==> config.mk <==
export PLATFORM = sky130hd
export DESIGN_NAME = meter_controller
export DESIGN_NICKNAME = d
export VERILOG_FILES = /design/src/rtl/meter_pkg.sv /design/src/rtl/bin2bcd_seq.sv /design/src/rtl/meter_controller.sv
export SDC_FILE = /design/constraint.sdc
export NUM_CORES = 1
export LEC_CHECK = 0
export BUFFER_PORTS_ARGS = -buffer_cell sky130_fd_sc_hd__buf_2
export CORE_MARGIN = 3
export CORE_UTILIZATION = 60
export DETAILED_ROUTE_END_ITERATION = 6
export PLACE_DENSITY = 0.79
export REMOVE_ABC_BUFFERS = 1
export SYNTH_ARGS = -nofsm -noshare
export SYNTH_HDL_FRONTEND = slang
export SYNTH_HIERARCHICAL = 1
export SYNTH_SLANG_ARGS = --single-unit
==> constraint.sdc <==
create_clock -name clk -period 14.25 [get_ports clk]
set_input_delay 2.1375 -clock clk [delete_from_list [all_inputs] [get_ports clk]]
set_output_delay 2.1375 -clock clk [all_outputs]
set_load 0.005 [all_outputs]
==> src/rtl/meter_pkg.sv <==
// rtl/meter_pkg.sv - shared state encoding and default constants for the parking meter
package meter_pkg;

   typedef enum logic [1:0] {
      EMPTY   = 2'd0,
      RUNNING = 2'd1,
      EXPIRED = 2'd2
   } meter_state_t;

   localparam int SHORT_SEC_DEF = 60;
   localparam int LONG_SEC_DEF  = 180;
   localparam int MAX_SEC_DEF   = 9999;
   localparam int LOW_SEC_DEF   = 30;
   localparam int CNT_W_DEF     = 14;
   localparam int BCD_W         = 4;

endpackage

==> src/rtl/bin2bcd_seq.sv <==
// rtl/bin2bcd_seq.sv - sequential double-dabble binary to four-digit BCD converter
module bin2bcd_seq
   import meter_pkg::*;
#(
   parameter int CNT_W = CNT_W_DEF
)(
   input  logic             clk,
   input  logic             rst,
   input  logic [CNT_W-1:0] bin,
   input  logic             start,
   output logic             busy,
   output logic [BCD_W-1:0] digit3,
   output logic [BCD_W-1:0] digit2,
   output logic [BCD_W-1:0] digit1,
   output logic [BCD_W-1:0] digit0
);

   localparam int SR_W   = 4*BCD_W + CNT_W;
   localparam int CNT_CW = $clog2(CNT_W + 1);
   localparam logic [CNT_CW-1:0] LAST_SHIFT = CNT_CW'(CNT_W);

   // BCD field sits above the binary field; binary bits shift into it
   logic [SR_W-1:0]   sr;
   logic [SR_W-1:0]   sr_adj;
   logic [CNT_CW-1:0] cnt;

   // add-3 correction on every BCD nibble that is 5 or more before each shift
   always_comb begin
      sr_adj = sr;
      for (int i = 0; i < 4; i++) begin
         if (sr[CNT_W + BCD_W*i +: BCD_W] >= BCD_W'(5))
            sr_adj[CNT_W + BCD_W*i +: BCD_W] = sr[CNT_W + BCD_W*i +: BCD_W] + BCD_W'(3);
      end
   end

   // load, CNT_W shifts, then publish all digits at once so no partial value shows
   always_ff @(posedge clk) begin
      if (rst) begin
         sr     <= '0;
         cnt    <= '0;
         busy   <= 1'b0;
         digit3 <= '0;
         digit2 <= '0;
         digit1 <= '0;
         digit0 <= '0;
      end else if (!busy) begin
         if (start) begin
            sr   <= {{(4*BCD_W){1'b0}}, bin};
            cnt  <= '0;
            busy <= 1'b1;
         end
      end else if (cnt == LAST_SHIFT) begin
         digit3 <= sr[CNT_W + 3*BCD_W +: BCD_W];
         digit2 <= sr[CNT_W + 2*BCD_W +: BCD_W];
         digit1 <= sr[CNT_W + 1*BCD_W +: BCD_W];
         digit0 <= sr[CNT_W +: BCD_W];
         busy   <= 1'b0;
      end else begin
         sr  <= {sr_adj[SR_W-2:0], 1'b0};
         cnt <= cnt + CNT_CW'(1);
      end
   end

endmodule

==> src/rtl/meter_controller.sv <==
// rtl/meter_controller.sv - parking meter credit/occupancy core; option METER_CLEAR_ON_LEAVE_EN
module meter_controller
   import meter_pkg::*;
#(
   parameter int SHORT_SEC = SHORT_SEC_DEF,
   parameter int LONG_SEC  = LONG_SEC_DEF,
   parameter int MAX_SEC   = MAX_SEC_DEF,
   parameter int LOW_SEC   = LOW_SEC_DEF,
   parameter int CNT_W     = CNT_W_DEF
)(
   input  logic       clk,
   input  logic       rst,
   input  logic       tick,
   input  logic       parked,
   input  logic       add_short,
   input  logic       add_long,
   output logic [3:0] digit3,
   output logic [3:0] digit2,
   output logic [3:0] digit1,
   output logic [3:0] digit0,
   output logic       expired,
   output logic       low_time,
   output logic [1:0] state
);

   localparam logic [CNT_W-1:0] SHORT_V = CNT_W'(SHORT_SEC);
   localparam logic [CNT_W-1:0] LONG_V  = CNT_W'(LONG_SEC);
   localparam logic [CNT_W-1:0] MAX_V   = CNT_W'(MAX_SEC);
   localparam logic [CNT_W-1:0] LOW_V   = CNT_W'(LOW_SEC);

   meter_state_t     state_q;
   meter_state_t     state_next;
   logic [CNT_W-1:0] credit;
   logic [CNT_W-1:0] credit_next;
   logic [CNT_W-1:0] last_bin;
   logic             first_q;
   logic             conv_start;
   logic             conv_busy;

`ifdef METER_CLEAR_ON_LEAVE_EN
   logic parked_q;

   // remember last sensor level so a departure can be detected
   always_ff @(posedge clk) begin
      if (rst) parked_q <= 1'b0;
      else     parked_q <= parked;
   end
`endif

   // credit update: add purchases, saturate, then take one second off on tick
   always_comb begin
      credit_next = credit + (add_short ? SHORT_V : '0) + (add_long ? LONG_V : '0);
      if (credit_next > MAX_V)
         credit_next = MAX_V;
      if (tick && credit_next != '0)
         credit_next = credit_next - CNT_W'(1);
`ifdef METER_CLEAR_ON_LEAVE_EN
      if (parked_q && !parked)
         credit_next = '0;
`endif
   end

   // next occupancy state follows next credit and the sensor directly
   always_comb begin
      state_next = EMPTY;
      if (credit_next != '0)
         state_next = RUNNING;
      else if (parked)
         state_next = EXPIRED;
   end

   // credit/state registers and the bookkeeping that decides when to re-convert
   always_ff @(posedge clk) begin
      if (rst) begin
         credit   <= '0;
         state_q  <= EMPTY;
         last_bin <= '0;
         first_q  <= 1'b1;
      end else begin
         credit  <= credit_next;
         state_q <= state_next;
         if (conv_start) begin
            last_bin <= credit;
            first_q  <= 1'b0;
         end
      end
   end

   assign conv_start = !conv_busy && (first_q || credit != last_bin);

   bin2bcd_seq #(
      .CNT_W (CNT_W)
   ) u_conv (
      .clk    (clk),
      .rst    (rst),
      .bin    (credit),
      .start  (conv_start),
      .busy   (conv_busy),
      .digit3 (digit3),
      .digit2 (digit2),
      .digit1 (digit1),
      .digit0 (digit0)
   );

   assign state    = state_q;
   assign expired  = (state_q == EXPIRED);
   assign low_time = (state_q == RUNNING) && (credit <= LOW_V);

endmodule

==> impl_results.md <==
* Placed Area at 4690 sq um
* Die area at 8780 sq um
* Power per Cell Area at 151 nW/um^2
* Async SR Flop Fraction at 0%
* DR top layer: met4
* DR vias/cell at 5.97
* Post-synth EDFFs at 0
* Number of CTS-inserted buffers at 9
* Status: finished, final reports clean
* Design area at 4890 sq um
* Data required, critical path at 14.51 ns
* RSZ-0062 raised after global routing: false
* Primary FF master, synth: dfxtp_1
* Post_cts resized at 0
* Starting DRT DRC Count at 227
* Routability cong. at 0.925
* Max Buffers Root-to-Sink at 2
* Beginning of the critical path: add_short
* Wire length on met3 at 491 um
* ANT cells at 0
* # IOs at 26
* Clock-pin slew on the worst setup and hold paths at 0.08 ns
* Post-synthesis adder-cell area fraction at 6.62%
* TritonCTS clock tree: done
* Post-Syn Area at 4610 sq um
* Slew HR at 31.8%
* Worst-skew pair later-pin latency at 0.36 ns
* Register bit count reported by yosys at 82
* Crit path capture type: flip-flop
* Leak at 2.02 nW
* R2R Setup Slk at 8.16 ns
* Crit share post-route at 53.3%
* Hold path depth at 2
* Layout Area Growth over Synthesis at 6.02%
* DRC Markers at 0
* Cts hold-fix bufs at 0
* Setup TNS at 0 ns
* CP Data Arrival Time at 7.85 ns
* Final ANT Viol Nets at 0
* Worst-Margin Slew at 1.02 ns
* Drt pass-1 iters at 4
* Main combinational cell family by area after synthesis: simple AND/OR/NAND/NOR gates
* Worst reg-to-reg path cell count at 17
* Largest net degree at the start of global routing at 70
* CTS H-tree lvls at 3
* CP top delay family: simple AND/OR/NAND/NOR gates
* Clock root cell: clkbuf_8
* Synth unique cells at 69
* Hold wc startpoint: u_conv/digit0[1]
* Max-cap violations at 0
* # rows at 31
* First-pass GRT wire length at 17200 um
* Initial antenna violation count at 0
* Worst-path cell with the longest stage delay: or4_2
* Slew Viols, Final at 0
* Critical-path maximum fanout at 12
* End of the worst hold path: u_conv/digit0[1]
* Post-CTS Setup Bufs at 0
* CP Class: in2reg
* Fmax at 0.132 GHz
* Port bufs at 25
* DRT Wirelength at 10300 um
* Min Clock Period, post-route at 7.59 ns
* Fin nets at 554
* Mux share of post-synthesis cell area at 7.19%
* Worst r2r src: credit[4]
* Post-synthesis compound-gate area fraction at 18.8%
* Layout cell share with drive strength beyond 1 at 15.3%
* Chip Height at 93.7 um
* Synth Area per Inst at 8.96 sq um
* Setup-failing EPs final at 0
* Xor and xnor area share after synthesis at 6.46%
* GRT Overall Usage at 24.6%
* CTS sink count at 82
* Worst hold path type: reg2reg
* WP buf/inv at 3
* Worst clock skew at 0.0107 ns
* HPWL after DPL at 7210 um
* Critical path cell sequence: buf_2 > inv_1 > fa_1 > inv_1 > fa_1 > xor2_1 > or2_2 > o311ai_0 > o22ai_1 > nor2_1 > ha_1 > nand2_1 > or4_2 > or2b_1 > o41a_1 > or4_1 > o211a_1 > o31a_1
* Peak supply drop at 0.0000817 V
* Part of the Yosys area used for sequential elements at 35.6%
* Synth Area in Simple Gates at 19.3%
* Synth warn at 6
* Core Area at 7370 sq um
* Horiz. Die Dim at 93.7 um
* CP Launch Type: input pin
* Vias in the first global route at 3684
* R2R Path End: state[0]
* GRT overflow at 0
* WL met2 at 4860 um
* Routed wire length per instance at 16.3 um
* M1 WL at 4720 um
* Via count at 3760
* Synthesized instance count at 515
* Final hold viol count at 0
* Starting density of the core at 62.6%
* Critical path's largest stage delay at 0.62 ns
[logic make-up after synthesis]
| group | Yosys count |
|---|---|
| buffers and inverters | 51 |
| AND/OR/NAND/NOR | 180 |
| AO/OA/AOI/OAI | 113 |
| adder cells (fa/ha/maj) | 22 |
| multiplexers | 33 |
| flip-flops | 82 |
| XOR/XNOR | 34 |
[through the flow]
step	hold WS [ns]	instances	util [%]	total power [mW]	worst slack [ns]
6_report	0.452	630	66.4	0.739	6.66
5_1_grt	0.473	630	66.4	0.780	6.23
4_1_cts	0.456	630	66.4	0.739	6.70
3_5_place_dp	0.443	614	63.6	0.564	6.33
3_3_place_gp	0.440	614	63.6	0.560	6.51
2_1_floorplan	0.423	487	-	0.494	7.00
[worst max path at each step]
stage / to / cells past startpoint
6_report: state[0] / 18
5_1_grt: state[1] / 18
4_1_cts: state[0] / 18
3_5_place_dp: state[0] / 18
3_3_place_gp: state[0] / 18
2_1_floorplan: state[0] / 17
[report_power, final]
part / leakage (nW) / switching (mW) / internal [mW]
logic: 1.24 / 0.166 / 0.116
registers: 0.668 / 0.0294 / 0.253
clock network: 0.104 / 0.0876 / 0.0868
total: 2.02 / 0.283 / 0.456
[layout by cell type (no fill, tap or decap), types with 8 or more instances in the layout]
cell and count:
a211oi_2 13, a21oi_1 39, a22o_1 11, buf_2 25, clkbuf_8 10, dfxtp_1 82, ha_1 18, inv_1 23
mux2i_1 32, nand2_1 55, nand3_1 8, nor2_1 54, nor3_1 8, nor4_1 8, o21ai_0 9, xnor2_1 18
xor2_1 16
[synth_stat cells (all sizes together) (11+ instances only)]
master | instances | share of area, %
ha | 18 | 4.9
dfxtp | 82 | 36
a211oi | 15 | 3.9
a21oi | 39 | 4.2
xnor2 | 18 | 3.4
inv | 23 | 1.9
mux2i | 32 | 6.9
clkbuf | 15 | 1.9
xor2 | 16 | 3.0
nand2 | 55 | 4.5
buf | 13 | 2.4
nor2 | 55 | 4.6
a22o | 11 | 2.1
[final cells by class]
class / instances / area [sq um]
clock buffers: 11 / 141
clock inverters: 5 / 61.3
fillers: 603 / 2480
inverters: 23 / 86.3
multi-input cells: 382 / 2690
flip-flops and latches: 82 / 1640
well taps: 99 / 124
repair buffers: 28 / 148
[worst register-to-register path, cell delays in order (launching register included)]
cell	delay, ns
dfxtp_1	0.44
inv_1	0.11
fa_1	0.49
inv_1	0.07
fa_1	0.48
xor2_1	0.23
or2_2	0.31
o311ai_0	0.39
o22ai_1	0.41
nor2_1	0.27
ha_1	0.28
nand2_1	0.11
or4_2	0.62
or2b_1	0.28
o41a_1	0.52
or4_1	0.52
o211a_1	0.17
o31a_1	0.29
[routing by layer]
metal  vias up  track usage (%)
met4         0             9.75
met3        18             4.57
met2        99             38.7
met1      1806             33.4
li1       1837                -
met5         -                0
[flip-flops by register name (all words and copies together) (netlist names)]
name,flops
u_conv/sr,30
last_bin,14
u_conv/digit2,4
u_conv/digit3,4
u_conv/busy,1
state,2
u_conv/digit0,4
credit,14
u_conv/digit1,4
u_conv/cnt,4
first_q,1
(Power assumes the default switching activity.)
